## config.mk

```make
export PLATFORM = sky130hd
export DESIGN_NAME = ws_cp0_ctrl
export DESIGN_NICKNAME = d
export VERILOG_FILES = /design/src/rtl/ws_cp0_ctrl.sv
export SDC_FILE = /design/constraint.sdc
export NUM_CORES = 1
export LEC_CHECK = 0
export CORE_AREA = 10 10 361 363
export CTS_BUF_LIST = sky130_fd_sc_hd__clkbuf_8 sky130_fd_sc_hd__clkbuf_16
export CTS_CLUSTER_DIAMETER = 60
export DETAILED_ROUTE_END_ITERATION = 6
export DIE_AREA = 0 0 371 373
export RECOVER_POWER = 25
export SLEW_MARGIN = 20
export SYNTH_ARGS = -nofsm -noshare
export SYNTH_HDL_FRONTEND = slang
export SYNTH_SLANG_ARGS = --single-unit
```

## constraint.sdc

```tcl
create_clock -name clk -period 3.2 [get_ports clk]
set_clock_uncertainty 0.2 [all_clocks]
set_input_delay 0.96 -clock clk [delete_from_list [all_inputs] [get_ports clk]]
set_output_delay 0.96 -clock clk [all_outputs]
set_load 0.005 [all_outputs]
```

## src/rtl/ws_cp0_ctrl.sv

```systemverilog
// ws_cp0_ctrl: writeback-stage CP0 controller.
// Holds the WB instruction and commits exceptions, interrupts, eret, mtc0
// and tlbp/tlbr. It also muxes mfc0 readback from the CP0 register bus.
// Optional feature macro: CP0_TLB_EN. When it is defined, the TLB
// probe/read sequencer and the TLB ports are active. When it is undefined,
// tlbp/tlbr retire as single-cycle no-ops.
module ws_cp0_ctrl #(
    parameter logic [31:0] EX_ENTRY = 32'hBFC0_0380
) (
    input  logic         clk,
    input  logic         reset,
    input  logic         ms_to_ws_valid,
    output logic         ws_allowin,
    input  logic [31:0]  ms_pc,
    input  logic         ms_bd,
    input  logic         ms_ex,
    input  logic [4:0]   ms_excode,
    input  logic [31:0]  ms_badvaddr,
    input  logic [4:0]   ms_op,
    input  logic [7:0]   ms_c0_addr,
    input  logic [31:0]  ms_c0_wdata,
    input  logic         has_int,
    input  logic [31:0]  cp0_epc,
    input  logic [31:0]  cp0_entryhi,
    input  logic [319:0] cp0_to_ws_bus,
    output logic [242:0] ws_to_cp0_bus,
    output logic         tlb_req,
    output logic         tlb_is_read,
    output logic [31:0]  tlb_s_entryhi,
    output logic [3:0]   tlb_r_index,
    input  logic         tlb_found,
    input  logic [3:0]   tlb_index,
    input  logic [31:0]  tlb_r_hi,
    input  logic [31:0]  tlb_r_lo0,
    input  logic [31:0]  tlb_r_lo1,
    output logic [31:0]  ws_mfc0_rdata,
    output logic         ws_flush,
    output logic [31:0]  ws_flush_pc,
    output logic         ws_cp0_busy
);
    // CP0 register addresses as {rd, sel}
    localparam logic [7:0] CR_INDEX    = {5'd0,  3'd0};
    localparam logic [7:0] CR_ENTRYLO0 = {5'd2,  3'd0};
    localparam logic [7:0] CR_ENTRYLO1 = {5'd3,  3'd0};
    localparam logic [7:0] CR_BADVADDR = {5'd8,  3'd0};
    localparam logic [7:0] CR_COUNT    = {5'd9,  3'd0};
    localparam logic [7:0] CR_ENTRYHI  = {5'd10, 3'd0};
    localparam logic [7:0] CR_COMPARE  = {5'd11, 3'd0};
    localparam logic [7:0] CR_STATUS   = {5'd12, 3'd0};
    localparam logic [7:0] CR_CAUSE    = {5'd13, 3'd0};
    localparam logic [7:0] CR_EPC      = {5'd14, 3'd0};

    logic        ws_valid_q, bd_q, ex_q;
    logic [31:0] pc_q, badvaddr_q, c0_wdata_q;
    logic [4:0]  excode_q;
    logic [7:0]  c0_addr_q;
    logic        mtc0_q, eret_q, tlbp_q, tlbr_q;

    logic        ex, commit, ready_go;
    logic [4:0]  excode;
    logic        wb_ex, eret_flush, mtc0_we, tlbp_we, tlbr_we;
    logic [31:0] index_data, lo0_f, lo1_f, hi_f;

    // An interrupt overrides whatever the instruction carried.
    assign ex         = ws_valid_q & (ex_q | has_int);
    assign excode     = has_int ? 5'h00 : excode_q;
    assign commit     = ws_valid_q & ready_go;
    assign ws_allowin = !ws_valid_q || ready_go;

    assign wb_ex      = commit & ex;
    assign eret_flush = commit & eret_q & !ex;
    assign mtc0_we    = commit & mtc0_q & !ex;
    assign ws_flush    = wb_ex | eret_flush;
    assign ws_flush_pc = wb_ex ? EX_ENTRY : cp0_epc;
    assign ws_cp0_busy = ws_valid_q & (mtc0_q | eret_q | tlbp_q | tlbr_q | ex);

    // WB slot: a flush kills the slot and the offered instruction.
    always_ff @(posedge clk) begin
        if (reset) begin
            ws_valid_q  <= 1'b0;
            pc_q        <= 32'b0;
            bd_q        <= 1'b0;
            ex_q        <= 1'b0;
            excode_q    <= 5'b0;
            badvaddr_q  <= 32'b0;
            c0_addr_q   <= 8'b0;
            c0_wdata_q  <= 32'b0;
            {mtc0_q, eret_q, tlbp_q, tlbr_q} <= 4'b0;
        end else begin
            if (ws_flush)        ws_valid_q <= 1'b0;
            else if (ws_allowin) ws_valid_q <= ms_to_ws_valid;
            if (ws_allowin && ms_to_ws_valid && !ws_flush) begin
                pc_q       <= ms_pc;
                bd_q       <= ms_bd;
                ex_q       <= ms_ex;
                excode_q   <= ms_excode;
                badvaddr_q <= ms_badvaddr;
                c0_addr_q  <= ms_c0_addr;
                c0_wdata_q <= ms_c0_wdata;
                {mtc0_q, eret_q, tlbp_q, tlbr_q} <= {ms_op[4], ms_op[2], ms_op[1], ms_op[0]};
            end
        end
    end

`ifdef CP0_TLB_EN
    typedef enum logic [1:0] {S_IDLE, S_WAIT, S_DONE} tlb_state_e;
    tlb_state_e  state_q, state_d;
    logic        found_q;
    logic [3:0]  index_q;
    logic [31:0] hi_q, lo0_q, lo1_q;

    // TLB state register and result capture (results arrive in WAIT).
    always_ff @(posedge clk) begin
        if (reset) begin
            state_q <= S_IDLE;
            found_q <= 1'b0;
            index_q <= 4'b0;
            hi_q    <= 32'b0;
            lo0_q   <= 32'b0;
            lo1_q   <= 32'b0;
        end else begin
            state_q <= state_d;
            if (state_q == S_WAIT) begin
                found_q <= tlb_found;
                index_q <= tlb_index;
                hi_q    <= tlb_r_hi;
                lo0_q   <= tlb_r_lo0;
                lo1_q   <= tlb_r_lo1;
            end
        end
    end

    // TLB sequencing: request in IDLE, wait one cycle, commit in DONE.
    always_comb begin
        state_d  = state_q;
        tlb_req  = 1'b0;
        ready_go = 1'b1;
        case (state_q)
            S_IDLE: if (ws_valid_q && (tlbp_q || tlbr_q) && !ex) begin
                tlb_req  = 1'b1;
                ready_go = 1'b0;
                state_d  = S_WAIT;
            end
            S_WAIT: begin
                ready_go = 1'b0;
                state_d  = S_DONE;
            end
            // the slot always commits here, since ready_go is high
            S_DONE:  state_d = S_IDLE;
            default: state_d = S_IDLE;
        endcase
    end

    assign tlb_is_read   = tlbr_q;
    assign tlb_s_entryhi = cp0_entryhi;
    assign tlb_r_index   = cp0_to_ws_bus[291:288];
    assign tlbp_we       = commit & tlbp_q & !ex;
    assign tlbr_we       = commit & tlbr_q & !ex;
    assign index_data    = {32{commit}} & {~found_q, 27'b0, index_q};
    assign hi_f          = {32{commit}} & hi_q;
    assign lo0_f         = {32{commit}} & lo0_q;
    assign lo1_f         = {32{commit}} & lo1_q;
    logic unused_sink;
    assign unused_sink = ms_op[3];
`else
    assign ready_go      = 1'b1;
    assign tlb_req       = 1'b0;
    assign tlb_is_read   = 1'b0;
    assign tlb_s_entryhi = 32'b0;
    assign tlb_r_index   = 4'b0;
    assign tlbp_we       = 1'b0;
    assign tlbr_we       = 1'b0;
    assign index_data    = 32'b0;
    assign hi_f          = 32'b0;
    assign lo0_f         = 32'b0;
    assign lo1_f         = 32'b0;
    logic unused_sink;
    assign unused_sink = &{1'b0, ms_op[3], cp0_entryhi, tlb_found, tlb_index,
                           tlb_r_hi, tlb_r_lo0, tlb_r_lo1};
`endif

    assign ws_to_cp0_bus = {tlbp_we, index_data, tlbr_we, lo0_f, lo1_f, hi_f,
                            mtc0_we, wb_ex, commit & bd_q,
                            {32{commit}} & pc_q, {32{commit}} & badvaddr_q,
                            {5{commit}} & excode, eret_flush,
                            {8{commit}} & c0_addr_q, {32{commit}} & c0_wdata_q};

    // mfc0 readback mux; unmapped addresses read as zero.
    always_comb begin
        ws_mfc0_rdata = 32'b0;
        case (c0_addr_q)
            CR_INDEX:    ws_mfc0_rdata = cp0_to_ws_bus[319:288];
            CR_ENTRYLO0: ws_mfc0_rdata = cp0_to_ws_bus[287:256];
            CR_ENTRYLO1: ws_mfc0_rdata = cp0_to_ws_bus[255:224];
            CR_ENTRYHI:  ws_mfc0_rdata = cp0_to_ws_bus[223:192];
            CR_STATUS:   ws_mfc0_rdata = cp0_to_ws_bus[191:160];
            CR_CAUSE:    ws_mfc0_rdata = cp0_to_ws_bus[159:128];
            CR_EPC:      ws_mfc0_rdata = cp0_to_ws_bus[127:96];
            CR_BADVADDR: ws_mfc0_rdata = cp0_to_ws_bus[95:64];
            CR_COUNT:    ws_mfc0_rdata = cp0_to_ws_bus[63:32];
            CR_COMPARE:  ws_mfc0_rdata = cp0_to_ws_bus[31:0];
            default:     ws_mfc0_rdata = 32'b0;
        endcase
    end
endmodule

```

==> summary.txt, run 1 <==
Timing
  – Final min period: 3960 ps
  – Max-slew violations: 0
  – Worst setup margin: -763 ps
  – Slew HR: between 10% and 20%
  – Fin crit share: 124%
  – Achievable Freq: approximately 250 MHz
  – RSZ-0062 raised after global routing: yes
  – Hold WS: 250 ps
  – Slew @ Worst Pin: about 1300 ps
  – Final Hold Fails: 0
  – Final Setup Violations: 37

Routing
  – # DRC: 0
  – Post-route ant nets: 0
  – Via count: 12.0k
  – DR vias/cell: between 3 and 4
  – Routed WL: between 80000 and 90000 µm
  – DRT iter0 DRCs: 537
  – First-pass DRT Iterations: 5
  – WL per Instance: 24.1 µm

Synth
  – Complex-gate fraction of the synthesized area: 19.8%
  – Largest family of logic cells by synthesized area: simple AND/OR/NAND/NOR gates
  – Synth Instances: 1246
  – Number of distinct library cells after synthesis: about 50
  – Post-Synth XOR/XNOR Area: 0%
  – Synthesized area: about 9000 µm²
  – Average size of a mapped cell: ~7.2 µm²
  – Number of synthesized flops with an enable pin: 0
  – Adder-Cell Fraction of Synth Area: 0%
  – Mux contribution to synthesized area: between 10% and 20%
  – Ys Warns: 0
  – Async S/R FF share, synth: 0%
  – Simple-gate share of the synthesized area: approximately a quarter
  – Register area share after synthesis: roughly 26%
  – #FFs+latches synth: 116
  – Main synth FF type: dfxtp_1

Run
  – Max-Cap Viols: 0

Critical path
  – Register-to-Register Path Depth: 8
  – Crit. End Element: primary output
  – Critical Path AT: about 2800 ps
  – Critical Setup Path Class: in -> out
  – Req. time, crit path: just over 2000 ps
  – Crit path max fanout: 2
  – Reg-to-Reg Start: ex_q$_SDFFE_PP0P_
  – Reg-to-reg slack, setup: between 200 and 250 ps
  – Setup crit start kind: input port
  – Worst flop-to-flop path endpoint: c0_addr_q[4]$_SDFFE_PP0P_

Clocking
  – Clock slew at reported path FFs: roughly 60 ps
  – Max clock buf depth: 2
  – H-tree Lvls: 4
  – CTS hold repair buffers: 0
  – Root Driver: clkbuf_16
  – CTS Buf Count: 17
  – TritonCTS clock tree: built
  – Sink Count: around 120
  – Clock Latency Late Sink: between 400 and 500 ps

Place
  – Gpl congestion: roughly 0.9
  – Post-place instance area: 18200 µm²
  – Placed cells: 3592
  – HPWL after DPL: slightly below 80000 µm
  – IO Port Bufs: 649

Power and ir drop
  – Switch share: ~33%
  – Leak: between 7 and 8 nW
  – Seq pwr share: 26.4%
  – Clock network power share: 32.8%
  – Combinational power share: between 40% and 50%
  – Pwr Total: 0.00603 W
  – Net Switching: a little under 0.002 W
  – Power Internal: ~0.004 W
  – Pwr Density: approximately 300 nW/µm²
  – Maximum vdd ir drop: 343 µV

GRT
  – All-Layer GR Usage: between 10 and 15%
  – Largest net degree at the start of global routing: 61
  – Vias in the first global route: 12.6k
  – First-pass GRT wire length: about 110000 µm
  – Remaining Overflow, GRT: 0
  – Initial antenna violation count: between 40 and 50

Floorplanning
  – Die ar.: approximately 140000 µm²
  – Initial Util: ~7.3%
  – Row count: around 130
  – Height of the die: between 300 and 400 µm
  – Area of the core: about 120000 µm²
  – Top Ports: 953
  – Chip width: approximately 370 µm

Finish
  – Layout Nets: about 2.6k
  – Non-Filler Instances: ~3.7k
  – Final Cell Area: 20100 µm²
  – Ratio of cells with drive above 1 in the final layout: approximately a fifth
  – Area delta synth->final: 123%
  – Commonest non-fill, non-tap cells in the layout: clkdlybuf4s50_1 (535), nand2_1 (260), conb_1 (169)
  – Most common cell after layout, fill and taps aside: clkdlybuf4s50_1
  – Post-layout util: between 10% and 20%

Min path
  – Min-Delay Endpoint: c0_wdata_q[7]$_SDFFE_PP0P_
  – Hold WC Path Type: reg -> reg
  – Hold Crit Start: c0_wdata_q[7]$_SDFFE_PP0P_
  – Hold path depth: 2

Outcome
  – Violated checks: negative setup slack
  – Status: finished with violations
[what timing repair did]
| action | in CTS | in global routing |
|---|---|---|
| gates cloned | 3 | 0 |
| gates resized for setup | 368 | 70 |
| setup endpoints to repair | 101 | 48 |
| buffers inserted | 47 | 15 |
| pin swaps | 64 | 52 |
[cell families after synthesis]
group / Yosys count
AND/OR/NAND/NOR: 482
buffers and inverters: 273
multiplexers: 87
flip-flops: 116
AO/OA/AOI/OAI: 286
other: 2
[how the worst max path moves through the flow]
| stage | start | endpoint | slack (ps) |
|---|---|---|---|
| 4_1_cts | c0_addr_q[5]$_SDFFE_PP0P_ | ws_mfc0_rdata[25] | -910 |
| 6_report | cp0_to_ws_bus[217] | ws_mfc0_rdata[25] | -760 |
| 5_1_grt | c0_addr_q[5]$_SDFFE_PP0P_ | ws_mfc0_rdata[25] | -880 |
| 3_5_place_dp | cp0_to_ws_bus[121] | ws_mfc0_rdata[25] | -1510 |
| 2_1_floorplan | cp0_to_ws_bus[217] | ws_mfc0_rdata[25] | -90 |
| 3_3_place_gp | cp0_to_ws_bus[121] | ws_mfc0_rdata[25] | -1610 |
[synth_stat cells (2+ instances only)]
cell type / n / area share, %
nand2_1: 265 / 11
mux2_2: 10 / 1.3
nor2_1: 32 / 1.3
nor2b_1: 3 / 0.21
a21o_1: 7 / 0.58
or3_1: 5 / 0.35
dfxtp_1: 116 / 26
a221oi_1: 18 / 1.7
a221o_1: 9 / 1.0
clkbuf_1: 66 / 2.8
mux2i_1: 75 / 8.3
o2bb2ai_1: 5 / 0.49
nand3_1: 5 / 0.28
and2_0: 3 / 0.21
o31ai_1: 3 / 0.25
nor3b_1: 2 / 0.17
a22oi_1: 29 / 2.4
and3_1: 5 / 0.35
and2_1: 134 / 9.3
a31oi_1: 3 / 0.21
o22ai_1: 37 / 2.6
o211ai_1: 2 / 0.17
a32oi_1: 3 / 0.29
nor3_1: 8 / 0.44
buf_4: 173 / 14
a22o_1: 4 / 0.39
nand2b_1: 14 / 0.97
o21ai_0: 13 / 0.72
o221ai_1: 5 / 0.49
conb_1: 2 / 0.083
a21oi_1: 143 / 7.9
inv_1: 3 / 0.12
buf_2: 28 / 1.6
[per-layer routing]
layer	up-vias	share of wire, %	GRT usage, %
met2	669	46	20.1
met1	5687	41	14.2
met5	-	0.11	0
met4	16	3.6	3.96
li1	5477	-	-
met3	129	9.5	4.42
[layout make-up]
class / count / area (µm²)
Timing Repair Buffer: 857 / 8640
Sequential cell: 116 / 2350
Multi-Input combinational cell: 1024 / 6410
Clock inverter: 13 / 146
Fill cell: 14018 / 103000
Inverter: 4 / 15.0
Clock buffer: 19 / 453
Antenna cell: 9 / 22.5
Tap cell: 1637 / 2050
[critical path, stage by stage]
cell      delay, ps
buf_6            90
mux2_4          290
a221o_1         320
a222oi_1        420
o32ai_4         240
a221o_1         350
buf_2           140
[sequential cells by signal (all words and copies together) (netlist names)]
signal and count:
eret_q 1, mtc0_q 1, excode_q 5, c0_addr_q 8
tlbr_q 1, commit 1, ex_q 1, c0_wdata_q 32
tlbp_q 1, badvaddr_q 32, pc_q 32, bd_q 1
[stage by stage]
stage | TNS (ps) | worst slack (ps)
finish | -16460 | -763
global route | -22960 | -878
CTS | -18870 | -910
detailed placement | -50250 | -1510
global placement | -50160 | -1610
floorplan | -89.0 | -89.0
[power by group through the flow]
stage / sequential (W) / combinational (W) / clock, W
6_report: 0.00159 / 0.00247 / 0.00198
5_1_grt: 0.00160 / 0.00263 / 0.00209
4_1_cts: 0.00159 / 0.00247 / 0.00204
3_5_place_dp: 0.00162 / 0.00227 / 0
3_3_place_gp: 0.00162 / 0.00227 / 0
2_1_floorplan: 0.00159 / 0.000808 / 0
Power figures use the tool's default switching activity.
==> inputs of run 2 (changes only) <==
Settings changed: CELL_PAD_IN_SITES_DETAIL_PLACEMENT set to 1, CELL_PAD_IN_SITES_GLOBAL_PLACEMENT set to 1, CORE_AREA 10 10 361 363 to 10 10 360 362, DIE_AREA 0 0 371 373 to 0 0 370 372, PLACE_DENSITY_LB_ADDON set to 0.1.
==> run 2 against run 1 <==
Against the previous run: the flow still finishes with violations (negative setup slack); sequential power is essentially flat; flip-flop and latch count did not move; count of clock-buffer cells in the layout decreased by 1; cell count increased by 0.16%; largest power group unchanged.
==> summary.txt, run 2 (synthesized netlist as in run 1, its figures left out) <==
Timing
  – Fin crit share: 119%
  – Slew HR: 33.9%
  – Max-slew violations: 0
  – Achievable Freq: 263 MHz
  – Slew @ Worst Pin: 992 ps
  – Worst setup margin: -601 ps
  – Final Setup Violations: 51
  – Hold WS: approximately 250 ps
  – RSZ-0062 raised after global routing: yes
  – Final Hold Fails: 0
  – Final min period: between 3000 and 4000 ps

Place
  – HPWL after DPL: a little over 70000 µm
  – Gpl congestion: between 0.7 and 0.8
  – Placed cells: 3567
  – IO Port Bufs: between 600 and 700
  – DP Worst Slack: -1310 ps
  – Post-place instance area: about 18000 µm²

GRT
  – Initial antenna violation count: 37
  – All-Layer GR Usage: between 10% and 20%
  – GR met1 Demand/Resource: between 10% and 20%
  – Remaining Overflow, GRT: 0
  – Gr busiest metal: met2
  – Met2 Usage GRT: between 10% and 20%
  – Met3 usage: 7.23%
  – Largest net degree at the start of global routing: 80
  – Vias in the first global route: ~13k
  – First-pass GRT wire length: around 110000 µm

Power and ir drop
  – Pwr Total: ~0.0058 W
  – Maximum vdd ir drop: between 400 and 500 µV
  – Leak: between 8 and 9 nW
  – Pwr Density: a little under 300 nW/µm²

Routing
  – Post-route ant nets: 0
  – DR vias/cell: between 3 and 4
  – WL per Instance: about 23 µm
  – # DRC: 0
  – Routed WL: 85800 µm
  – First-pass DRT Iterations: 5
  – Via count: 11.7k
  – DRT iter0 DRCs: 333

Floorplanning
  – Height of the die: 372 µm
  – Area of the core: around 120000 µm²
  – Chip width: 370 µm
  – Row count: about 130
  – Top Ports: around 950
  – Initial Util: under 10%
  – Die ar.: ~140000 µm²

Run
  – Max-Cap Viols: 0

Finish
  – Layout Nets: 2627
  – Non-Filler Instances: roughly 3.7k
  – Fill cell count: 14.6k
  – Ratio of cells with drive above 1 in the final layout: 22.7%
  – Largest registers: badvaddr_q: 32 flops, c0_wdata_q: 32 flops, pc_q: 32 flops
  – Final Cell Area: 20100 µm²
  – Most common cell after layout, fill and taps aside: clkdlybuf4s50_1
  – Commonest non-fill, non-tap cells in the layout: clkdlybuf4s50_1 (512), nand2_1 (257), conb_1 (169)
  – Area delta synth->final: 123%

Critical path
  – Critical Path AT: 2640 ps
  – Crit. End Element: primary output
  – Crit path max fanout: 2
  – Critical Setup Path Class: in -> out
  – Setup crit start kind: input port
  – Req. time, crit path: between 2000 and 2500 ps

Clocking
  – H-tree Lvls: 4
  – Max clock buf depth: 2
  – Clock slew at reported path FFs: 70 ps
  – Clock Latency Late Sink: 470 ps
  – Root Driver: clkbuf_16
  – CTS Buf Count: 17
  – TritonCTS clock tree: built
  – Sink Count: between 100 and 150

Outcome
  – Status: finished with violations
  – Violated checks: negative setup slack

Min path
  – Hold WC Path Type: reg -> reg
run 2: changes by cell type in the layout (fill, tap and decap cells not counted), sizes merged, moves of 2 or more:
cell / change
diode: +4
buf: +18
clkinvlp: +5
dlymetal6s2s: +31
clkbuf: -6
clkinv: -2
clkdlybuf4s50: -23
clkdlybuf4s15: +4
dlygate4sd2: -24
run 2: where the power goes:
group          switching [W]  leakage [nW]  internal (W)
logic                0.00103          7.05       0.00124
registers          0.0000557         0.960       0.00153
clock network       0.000866         0.266       0.00111
total                0.00195          8.27       0.00388
run 2: metal layers:
| metal | vias up | wire, µm |
|---|---|---|
| li1 | 5473 | - |
| met1 | 5524 | 35000 |
| met2 | 529 | 38900 |
| met3 | 88 | 10500 |
| met4 | 56 | 1030 |
| met5 | - | 347 |
run 2: through the flow:
stage | util [%] | setup TNS (ps)
floorplan | - | -89.0
CTS | 15.9 | -16550
global placement | 14.5 | -42140
finish | 16.4 | -20160
detailed placement | 14.5 | -41930
global route | 16.3 | -38070
run 2: layout make-up:
type / count / area [µm²] / area share (%)
diodes: 13 / 32.5 / 0.162
clock buffers: 18 / 450 / 2.24
clock inverters: 14 / 126 / 0.630
inverters: 4 / 15.0 / 0.0748
multi-input cells: 1024 / 6450 / 32.2
flip-flops and latches: 116 / 2350 / 11.7
well taps: 1637 / 2050 / 10.2
repair buffers: 859 / 8590 / 42.8
run 2: worst max-delay path, stage by stage:
cell	delay, ps
buf_2	100
mux2_4	270
a221o_1	380
a222oi_1	300
o32ai_2	160
a221o_1	320
buf_2	140
run 2: timing repair:
action | in CTS | in global routing
pin swaps | 26 | 59
setup endpoints to repair | 168 | 98
hold buffers | 0 | 0
gates resized for setup | 487 | 154
setup buffers | 60 | 22
cloned | 4 | 1
run 2: worst paths after layout:
kind / start / endpoint / slack (ps) / cells after the start
min: badvaddr_q[3]$_SDFFE_PP0P_ / badvaddr_q[3]$_SDFFE_PP0P_ / 250 / 2
max reg2reg: commit$_SDFF_PP0_ / pc_q[6]$_SDFFE_PP0P_ / 140 / 8
max: cp0_to_ws_bus[217] / ws_mfc0_rdata[25] / -600 / 7
min reg2reg: badvaddr_q[3]$_SDFFE_PP0P_ / badvaddr_q[3]$_SDFFE_PP0P_ / 250 / 2
